**config.mk**
```make
export PLATFORM = sky130hd
export DESIGN_NAME = uart_tx_cfg
export DESIGN_NICKNAME = d
export VERILOG_FILES = /design/src/rtl/uart_tx_cfg.sv
export SDC_FILE = /design/constraint.sdc
export NUM_CORES = 1
export LEC_CHECK = 0
export CORE_ASPECT_RATIO = 1.1
export CORE_MARGIN = 5
export CORE_UTILIZATION = 45
export CTS_BUF_LIST = sky130_fd_sc_hd__clkbuf_8
export CTS_CLUSTER_DIAMETER = 120
export CTS_CLUSTER_SIZE = 12
export DETAILED_ROUTE_END_ITERATION = 6
export PLACE_DENSITY = 0.64
export SLEW_MARGIN = 5
export SYNTH_ARGS = -nofsm -noshare
export SYNTH_HDL_FRONTEND = slang
export SYNTH_SLANG_ARGS = --single-unit
```
**constraint.sdc**
```tcl
create_clock -name clk -period 2.85 [get_ports clk]
set_input_delay 0.285 -clock clk [delete_from_list [all_inputs] [get_ports clk]]
set_output_delay 0.285 -clock clk [all_outputs]
set_load 0.02 [all_outputs]
```
**src/rtl/uart_tx_cfg.sv**
```systemverilog
// Runtime-configurable UART transmitter: start, 5..DBIT_MAX data bits LSB first,
// optional parity, 1/1.5/2 stop bits, plus break generation. Bit timing comes from s_tick.
//
// Handshake: a payload transfer happens on a clk edge where tx_valid && tx_ready;
// tx_ready is high only in IDLE with no break request, and tx_valid may be held
// high to stream frames back to back.
module uart_tx_cfg #(
    parameter int DBIT_MAX = 9,
    parameter int OVS      = 16
) (
    input  logic                clk,
    input  logic                reset,
    input  logic                s_tick,
    input  logic [DBIT_MAX-1:0] tx_data,
    input  logic                tx_valid,
    output logic                tx_ready,
    input  logic [3:0]          cfg_dbits,
    input  logic [1:0]          cfg_par,
    input  logic [1:0]          cfg_stop,
    input  logic                brk,
    output logic                tx,
    output logic                busy,
    output logic                tx_done_tick,
    output logic [2:0]          state_dbg
);
    localparam int TW = $clog2(2 * OVS);
    localparam int BW = $clog2(DBIT_MAX + 1);

    typedef enum logic [2:0] {
        IDLE, START, DATA, PARITY, STOP, BREAK, MARK
    } state_t;

    state_t              state;
    logic [TW-1:0]       tick_cnt;
    logic [BW-1:0]       bit_cnt;
    logic [DBIT_MAX-1:0] shreg;
    logic [BW-1:0]       dbits_lat;
    logic [1:0]          par_lat;
    logic [1:0]          stop_lat;
    logic                par_bit;

    logic [BW-1:0]       dbits_eff;
    logic                ones;
    logic                par_calc;
    logic [TW-1:0]       stop_last;
    logic                last_tick;

    assign tx_ready  = (state == IDLE) && !brk;
    assign busy      = (state != IDLE);
    assign state_dbg = state;
    assign last_tick = (tick_cnt == TW'(OVS - 1));

    always_comb begin
        dbits_eff = BW'(cfg_dbits);
        if (cfg_dbits < 4'd5)
            dbits_eff = BW'(5);
        else if (int'(cfg_dbits) > DBIT_MAX)
            dbits_eff = BW'(DBIT_MAX);
    end

    // Parity covers only the bits that will actually be sent.
    always_comb begin
        ones = 1'b0;
        for (int i = 0; i < DBIT_MAX; i++)
            if (i < int'(dbits_eff))
                ones = ones ^ tx_data[i];
        case (cfg_par)
            2'd1:    par_calc = ones;
            2'd2:    par_calc = ~ones;
            default: par_calc = 1'b1;
        endcase
    end

    always_comb begin
        case (stop_lat)
            2'd0:    stop_last = TW'(OVS - 1);
            2'd1:    stop_last = TW'(3 * OVS / 2 - 1);
            default: stop_last = TW'(2 * OVS - 1);
        endcase
    end

    always_ff @(posedge clk or posedge reset) begin
        if (reset) begin
            state        <= IDLE;
            tick_cnt     <= '0;
            bit_cnt      <= '0;
            shreg        <= '0;
            dbits_lat    <= '0;
            par_lat      <= '0;
            stop_lat     <= '0;
            par_bit      <= 1'b0;
            tx           <= 1'b1;
            tx_done_tick <= 1'b0;
        end else begin
            tx_done_tick <= 1'b0;

            // Line level follows the state one clk later.
            case (state)
                START, BREAK: tx <= 1'b0;
                DATA:         tx <= shreg[0];
                PARITY:       tx <= par_bit;
                default:      tx <= 1'b1;
            endcase

            case (state)
                IDLE: begin
                    tick_cnt <= '0;
                    if (brk) begin
                        state <= BREAK;
                    end else if (tx_valid) begin
                        state     <= START;
                        shreg     <= tx_data;
                        dbits_lat <= dbits_eff;
                        par_lat   <= cfg_par;
                        stop_lat  <= cfg_stop;
                        par_bit   <= par_calc;
                    end
                end
                START: if (s_tick) begin
                    if (last_tick) begin
                        tick_cnt <= '0;
                        bit_cnt  <= '0;
                        state    <= DATA;
                    end else begin
                        tick_cnt <= tick_cnt + TW'(1);
                    end
                end
                DATA: if (s_tick) begin
                    if (last_tick) begin
                        tick_cnt <= '0;
                        shreg    <= shreg >> 1;
                        if (bit_cnt == dbits_lat - BW'(1))
                            state <= (par_lat != 2'd0) ? PARITY : STOP;
                        else
                            bit_cnt <= bit_cnt + BW'(1);
                    end else begin
                        tick_cnt <= tick_cnt + TW'(1);
                    end
                end
                PARITY: if (s_tick) begin
                    if (last_tick) begin
                        tick_cnt <= '0;
                        state    <= STOP;
                    end else begin
                        tick_cnt <= tick_cnt + TW'(1);
                    end
                end
                STOP: if (s_tick) begin
                    if (tick_cnt == stop_last) begin
                        tick_cnt     <= '0;
                        tx_done_tick <= 1'b1;
                        state        <= IDLE;
                    end else begin
                        tick_cnt <= tick_cnt + TW'(1);
                    end
                end
                BREAK: begin
                    tick_cnt <= '0;
                    if (!brk)
                        state <= MARK;
                end
                MARK: if (s_tick) begin
                    if (last_tick) begin
                        tick_cnt <= '0;
                        state    <= IDLE;
                    end else begin
                        tick_cnt <= tick_cnt + TW'(1);
                    end
                end
                default: state <= IDLE;
            endcase
        end
    end
endmodule

```
* Yosys cells after proc, flatten, opt, wreduce, memory -nomap -nowiden
Cells that the tools add are included.
** Storage, ports and cells
- Register bits after elaboration :: 32
- Output and inout port bits :: 7
- Word-level logic and storage cells :: 129
** Cells by class
- Add/subtract/negate cells :: 3
- Magnitude comparators :: 11
- Equality and inequality tests :: 29
- Muxes and demuxes :: 49
- Bitwise operators :: 10
- Reductions and logical operators :: 17
** Operator list (number)
- $mux 3 :: 15
- $mux 9 :: 4
- $ne 2x2->1 const B :: 15
- $mux 4 :: 7
- $pmux 3 s7 :: 1
- $mux 5 :: 4
- $pmux 9 s2 :: 1
- $lt 3x4->1 const A :: 4
- $pmux 5 s3 :: 1
- $reduce_and 13->1 :: 1
- $mux 1 :: 12
- $pmux 5 s2 :: 1
- $eq 3x3->1 const B :: 3
- $lt 1x4->1 const A :: 2
- $lt 2x4->1 const A :: 2
- $pmux 4 s2 :: 1
- $xor 1x1->1 :: 8
- $eq 3x2->1 const B :: 2
- $reduce_and 3->1 :: 2
- $reduce_and 6->1 :: 1
- $reduce_bool 2->1 :: 3
- $reduce_bool 3->1 :: 2
- $add 5x1->5 const B :: 1
- $eq 5x4->1 const B :: 1
- other kinds (22) :: 25

* Depth between registers and ports, before layout
Gate-level depths: netlist of run 1.
- Depth in word-level cells :: 23
- Gate-level depth with buffers :: 10

* Worst setup path before layout of run 1
No wires, ideal clock.
- Path type :: register -> register
- Start :: register state[1], in the netlist state_dbg[1]
- End :: register state[2], in the netlist state_dbg[2]
- Arrival time :: 1.778 ns
- Setup slack :: 0.939 ns
- Cell stages (with the launch flop) :: 8
- Period minus slack after synthesis :: 1.911 ns
- Cells stage by stage :: dfrtp_1 > buf_6 > or3_1 > clkbuf_2 > or3_1 > o31ai_2 > or2b_1 > o31ai_1
** Between the ends
- Cells in the longest elaborated chain, start to end :: 3
- Elaborated cells between the ends (all ways) :: 22
- Those cells by class :: eq/ne (19); mux (1); reduce/logical (2)
** RTL lines
- start, declared :: RTL line 33 : state_t state;
- start signal, assigned :: RTL line 133 : state <= (par_lat != 2'd0) ? PARITY : STOP;
- $eq 3x3->1 (tied with other cells) :: RTL line 105 : case (state)
- $ne 2x2->1 (no source line) / $ne 3x3->1 (equally long branches)
- $reduce_and 13->1 (no source line)
Parallel ways exist; a longest one is shown, timed or not.
A chain may end at the register's enable or synchronous reset.

* Final worst setup path of run 1
- Start :: register state[1], in the netlist state_dbg[1]
- End :: output port tx_ready
** Between the ends
- Cells in the longest elaborated chain, start to end :: 2
** RTL lines
- $logic_not 3->1 :: RTL line 48 : assign tx_ready = (state == IDLE) && !brk;
- $logic_and 1x1->1 :: RTL line 48
- end, declared :: RTL line 16 : output logic tx_ready,
Every way passes these cells.

==> results of run 1 <==
==> flip-flops by register name, summed over array words and instances (netlist names), 2 cells and up <==
register / cells
bit_cnt: 4
dbits_lat: 4
par_lat: 2
shreg: 9
state_dbg: 3
stop_lat: 2
tick_cnt: 5
==> final cells by class <==
| type | instances | area (µm²) | area share (%) |
|---|---|---|---|
| clock inverter | 1 | 30.0 | 1.23 |
| multi-input combinational | 164 | 1100 | 45.0 |
| tap | 54 | 67.6 | 2.77 |
| clock buffer | 7 | 96.3 | 3.95 |
| inverter | 9 | 33.8 | 1.39 |
| sequential | 32 | 802 | 32.9 |
| timing repair buffer | 32 | 310 | 12.7 |
==> cell usage after synthesis, types with 2 or more instances <==
master	number	area share, %
nand3_1	5	1.3
nand3b_1	2	0.76
o21a_1	2	0.76
ha_1	7	4.4
o2bb2ai_1	2	0.88
dfrtp_1	31	39
xor2_1	6	2.7
a21boi_0	2	0.76
xnor2_1	5	2.2
o22ai_1	2	0.63
a21oi_1	9	2.3
xnor3_1	3	3.4
or2_2	2	0.63
nand2_1	32	6.1
nor3_1	3	0.76
nor2b_1	3	0.95
nand2b_1	5	1.6
inv_1	9	1.7
buf_2	2	0.51
nor2_1	17	3.2
nor4b_1	2	0.88
mux2i_1	10	5.1
or3_1	2	0.63
clkbuf_1	4	0.76
o21ai_0	22	5.6
==> per-layer routing <==
| layer | vias to the layer above | track usage, % |
|---|---|---|
| li1 | 811 | - |
| met1 | 731 | 22.3 |
| met2 | 20 | 26.2 |
| met3 | 5 | 4.16 |
| met4 | 0 | 5.54 |
| met5 | - | 0 |
==> where the power goes <==
group	switching [mW]	internal [mW]	total, mW
clock network	0.174	0.309	0.482
logic	0.477	0.427	0.904
registers	0.191	0.629	0.820
==> stage by stage <==
stage	worst slack, ps	util (%)
after floorplan	939	-
final	478	56.9
after global routing	346	56.9
after CTS	469	56.9
after global placement	766	53.9
after detailed placement	776	53.9
==> worst max path at each step <==
stage              endpoint  slack [ps]    startpoint  depth (start not counted)
2_1_floorplan  state_dbg[2]         940  state_dbg[1]                          7
3_3_place_gp     bit_cnt[3]         770  state_dbg[1]                          5
3_5_place_dp     bit_cnt[3]         780   tick_cnt[0]                          9
4_1_cts            tx_ready         470  state_dbg[1]                          3
5_1_grt            tx_ready         350  state_dbg[1]                          3
6_report           tx_ready         480  state_dbg[1]                          3
==> kinds of logic (layout without fill, tap and decap cells) <==
logic type               Yosys count  count (layout)  share of synthesized area (%)
multiplexers                      10              10                           5.05
flip-flops                        32              32                           40.5
XOR/XNOR                          14              14                           8.27
AND/OR/NAND/NOR                   81              81                           20.0
adder cells (fa/ha/maj)            7               7                           4.42
AO/OA/AOI/OAI                     52              52                           17.7
buffers and inverters             18              49                           4.17
==> results.yml, run 1 <==
critical_path:
  path_max_fanout: 19
  cp_slowest_stage_delay_ps: 610
  rrSetupSlack_ps: 770
  startpoint_type: "flip-flop"
  r2r_end: "bit_cnt[3]"
  slowest_stage: "clkdlybuf4s50_1"
  critPathBufInv: 1
  critPathCaptureType: "output pin"
  critPathRequiredTime_ps: 2570
  worstPathArrival_ps: 2090
  reg2reg_depth: 5
  crit_chain: "or3_1, nor2_1, clkdlybuf4s50_1"
  critical_path.top_delay_family: "simple AND/OR/NAND/NOR gates"
  path_class: "flip-flop to output pin"
  r2r_start: "state_dbg[1]"
floorplanning:
  io_pins: 29
  die-area_um2: 5830
  dieHeight_um: 79.6
  dieWidth_um: 73.3
  row_count: 25
  start_util_pct: 46.2
  coreArea_um2: 4290
cells_and_area:
  mostFrequentLayoutCell: "nand2_1"
  num_antenna_cells: 0
  area_growth_pct: 23.0
  fillers: 410
  final_cell_mix: "nand2_1, dfrtp_1, clkdlybuf4s50_1, o21ai_0, nor2_1"
  finalInstanceArea_um2: 2440
  stdcell_count: 299
  drive_above_1_share_pct: 7.76
  nets: 273
drt:
  ant_nets: 0
  avgViaCountPerCell: 5.24
  dr_wl_met3_um: 156
  firstDrtPassIters: 4
  wl_met1_mm: 1.97
  wl_per_cell_um: 14.2
  vias: 1567
  dr.first_iter.drc_count: 77
  wl_met2_mm: 2.06
  postRouteWirelength_mm: 4.24
  drc: 0
  maxUsedRoutingLayer: "met4"
logic_synthesis:
  avgSynthCellArea_um2: 9.26
  syn_inst: 214
  synth_edf_count: 0
  synth_cell_types: 50
  synth_ff_type: "dfrtp_1"
  yosysSeqAreaShare_pct: 40.5
  async_flop_share_pct: 100
  synth_nets: 243
  synth_seq_cells: 32
  syn_area_um2: 1980
  ys.warnings.count: 0
timing:
  slew_violations: 0
  rsz0062_at_grt: "no"
  hold_viol: 0
  period_minus_slack_ps: 2370
  worstMarginPinSlew_ps: 681
  timing.hold.ws_ps: 398
  fmax_mhz: 422
  slew_headroom_pct: 54.6
  timing.setup.tns_ps: 0
  min_period_over_period_pct: 83.2
  setup_viol: 0
  skew_ps: 12.8
clocking:
  cts_max_level: 2
  cts-root-buf: "clkbuf_8"
  ctsHoldBuffers: 0
  clkSlewWorstSetupHoldPaths_ps: 80
  clkSinkCount: 32
  cts_tree: "done"
  cts-resized-gates: 0
  cts_buffer_depth: 2
  post-cts-setup-buffer-count: 0
  insertion_delay_ps: 290
  numCtsBuffers: 5
pwr:
  p_per_area_nw_per_um2: 905
  power.total_mw: 2.21
  ir_drop_mv: 0.428
  p_leak_nw: 1.09
global_route:
  grt_use_total_pct: 16.7
  overflow: 0
  grt_pass1_vias: 1527
  grt_first_pass_wirelength_mm: 7.37
  grt_max_degree: 20
  antenna_found_initial: 0
place:
  place_area_um2: 2310
  hpwl_mm: 3.25
  dp.cells: 291
  io_buffers: 28
  routabilityCongestion: 0.830
min_path:
  hp-class: "input pin to async pin"
outcome:
  status: "finished clean"
job:
  max_cap_violations: 0
(Power assumes the default switching activity.)
==> run 2, diff against run 1 <==
--- a/config.mk
+++ b/config.mk
@@ -12,7 +12,7 @@
 export CTS_CLUSTER_DIAMETER = 120
 export CTS_CLUSTER_SIZE = 12
 export DETAILED_ROUTE_END_ITERATION = 6
-export PLACE_DENSITY = 0.64
+export PLACE_DENSITY = 0.67
 export SLEW_MARGIN = 5
 export SYNTH_ARGS = -nofsm -noshare
 export SYNTH_HDL_FRONTEND = slang
==> constraint.sdc (replaced) <==
create_clock -name clk -period 1.9 [get_ports clk]
set_input_delay 0.19 -clock clk [delete_from_list [all_inputs] [get_ports clk]]
set_output_delay 0.19 -clock clk [all_outputs]
set_load 0.02 [all_outputs]
==> run 2 against run 1 <==
Effect of this change: wire length is 2.4% higher; via count is 7.3% higher; worst hold slack worse by 120 ps; die area stayed put; register-to-register slack worse by 680 ps; worst setup slack worse by 390 ps; largest power group unchanged; critical path type is now flip-flop to flip-flop; power is 61% higher; clock skew is 3.6 ps lower; critical path depth is 6 higher; cell count is 7.7% higher; global-route usage is 0.30 points lower; utilization is 5.3 points higher.
==> results.yml, run 2 (synthesized netlist as in run 1, its figures left out) <==
cells_and_area:
  nets: 296
  final_cell_mix: "nand2_1, dfrtp_1, buf_4, clkdlybuf4s50_1, o21ai_0"
  regMostFlops: "shreg"
  area_growth_pct: 34.5
  fillers: 349
  drive_above_1_share_pct: 18.3
  largest_reg_flops: 9
  largestRegisters: "shreg (9), tick_cnt (5)"
  regArea_um2: 803
  fin_util_pct: 62.2
  num_antenna_cells: 0
  mostFrequentLayoutCell: "nand2_1"
  multi_input_area_um2: 1150
floorplanning:
  row_count: 25
  die-area_um2: 5830
  dieHeight_um: 79.6
  coreArea_um2: 4290
  io_pins: 29
  start_util_pct: 46.2
  dieWidth_um: 73.3
drt:
  firstDrtPassIters: 4
  avgViaCountPerCell: 5.22
  postRouteWirelength_mm: 4.34
  dr.first_iter.drc_count: 71
  ant_nets: 0
  vias: 1682
  drc: 0
  wl_per_cell_um: 13.5
timing:
  setup_viol: 0
  timing.hold.ws_ps: 278
  min_period_over_period_pct: 95.5
  fmax_mhz: 551
  slew_headroom_pct: 73.2
  skew_ps: 9.17
  worstMarginPinSlew_ps: 401
  period_minus_slack_ps: 1810
  hold_viol: 0
  slew_violations: 0
job:
  max_cap_violations: 0
critical_path:
  worstPathArrival_ps: 2010
  path_class: "flip-flop to flip-flop"
  startpoint_type: "flip-flop"
  critPathCaptureType: "flip-flop"
  path_max_fanout: 4
  r2r_start: "tick_cnt[1]"
  critPathRequiredTime_ps: 2100
  r2r_end: "state_dbg[2]"
  rrSetupSlack_ps: 90
  reg2reg_depth: 9
pwr:
  p_leak_nw: 1.22
  p_per_area_nw_per_um2: 1340
  ir_drop_mv: 0.631
clocking:
  cts_buffer_depth: 2
  cts-root-buf: "clkbuf_8"
  ctsHoldBuffers: 0
  insertion_delay_ps: 300
  clkSinkCount: 32
  clkSlewWorstSetupHoldPaths_ps: 70
  cts_max_level: 2
  cts_tree: "done"
  numCtsBuffers: 5
global_route:
  grt_pass1_vias: 1601
  grt_use_total_pct: 16.4
  grt_first_pass_wirelength_mm: 7.19
  antenna_found_initial: 0
  grt_max_degree: 33
  overflow: 0
place:
  hpwl_mm: 3.23
  io_buffers: 28
  routabilityCongestion: 0.858
min_path:
  hp-class: "input pin to async pin"
outcome:
  status: "finished clean"
[run 2: cell types whose count changed in the layout (fill, tap and decap cells not counted), sizes merged]
cell,before,now
dlygate4sd2,0,2
buf,4,27
clkdlybuf4s50,28,26
[run 2: worst max-delay path, cell delays in order (launching register included)]
cell and delay (ps):
dfrtp_1 360, ha_2 180, nand3_1 100, inv_1 100, ha_4 150, nand2_4 80
o22ai_2 190, o31ai_4 90, or2b_1 270, o31ai_1 200
[run 2: layer usage]
metal | part of all wire [%] | up-vias | track usage (%)
met5 | 0 | - | 0
met4 | 2.0 | 0 | 7.20
met3 | 3.4 | 6 | 4.91
met2 | 47 | 25 | 25.5
met1 | 47 | 796 | 20.8
li1 | - | 855 | -
[run 2: final cells by class]
type	count	area share (%)
Inverter	9	1.27
Tap cell	54	2.54
Multi-Input combinational cell	164	43.3
Clock buffer	7	3.62
Timing Repair Buffer	55	18.0
Clock inverter	1	1.13
Sequential cell	32	30.1
[run 2: where the power goes]
group,internal [mW],switching [mW]
logic,0.816,0.903
clock network,0.463,0.275
registers,0.946,0.156
[run 2: how the worst max path moves through the flow]
| stage | startpoint | to |
|---|---|---|
| 2_1_floorplan | state_dbg[1] | state_dbg[2] |
| 3_3_place_gp | cfg_dbits[2] | par_bit |
| 3_5_place_dp | cfg_dbits[0] | par_bit |
| 4_1_cts | tick_cnt[0] | state_dbg[2] |
| 5_1_grt | dbits_lat[0] | state_dbg[2] |
| 6_report | tick_cnt[1] | state_dbg[2] |
[run 2: timing repair]
item / 4_1_cts / 5_1_grt
setup endpoints to repair: 3 / 5
resized for setup: 4 / 11
setup buffers: 0 / 1
pin swaps: 0 / 2
[run 2: through the flow]
| stage | setup slack, ps | cells | power (mW) | area, µm² | setup TNS (ps) |
|---|---|---|---|---|---|
| global route | -20.3 | 322 | 3.84 | 2670 | -20.3 |
| floorplan | 12.3 | 214 | 2.23 | 1980 | 0 |
| finish | 85.9 | 322 | 3.56 | 2670 | 0 |
| CTS | 17.6 | 321 | 3.51 | 2600 | 0 |
| detailed placement | -41.4 | 313 | 2.78 | 2480 | -41.4 |
| global placement | -20.3 | 313 | 2.76 | 2480 | -20.3 |
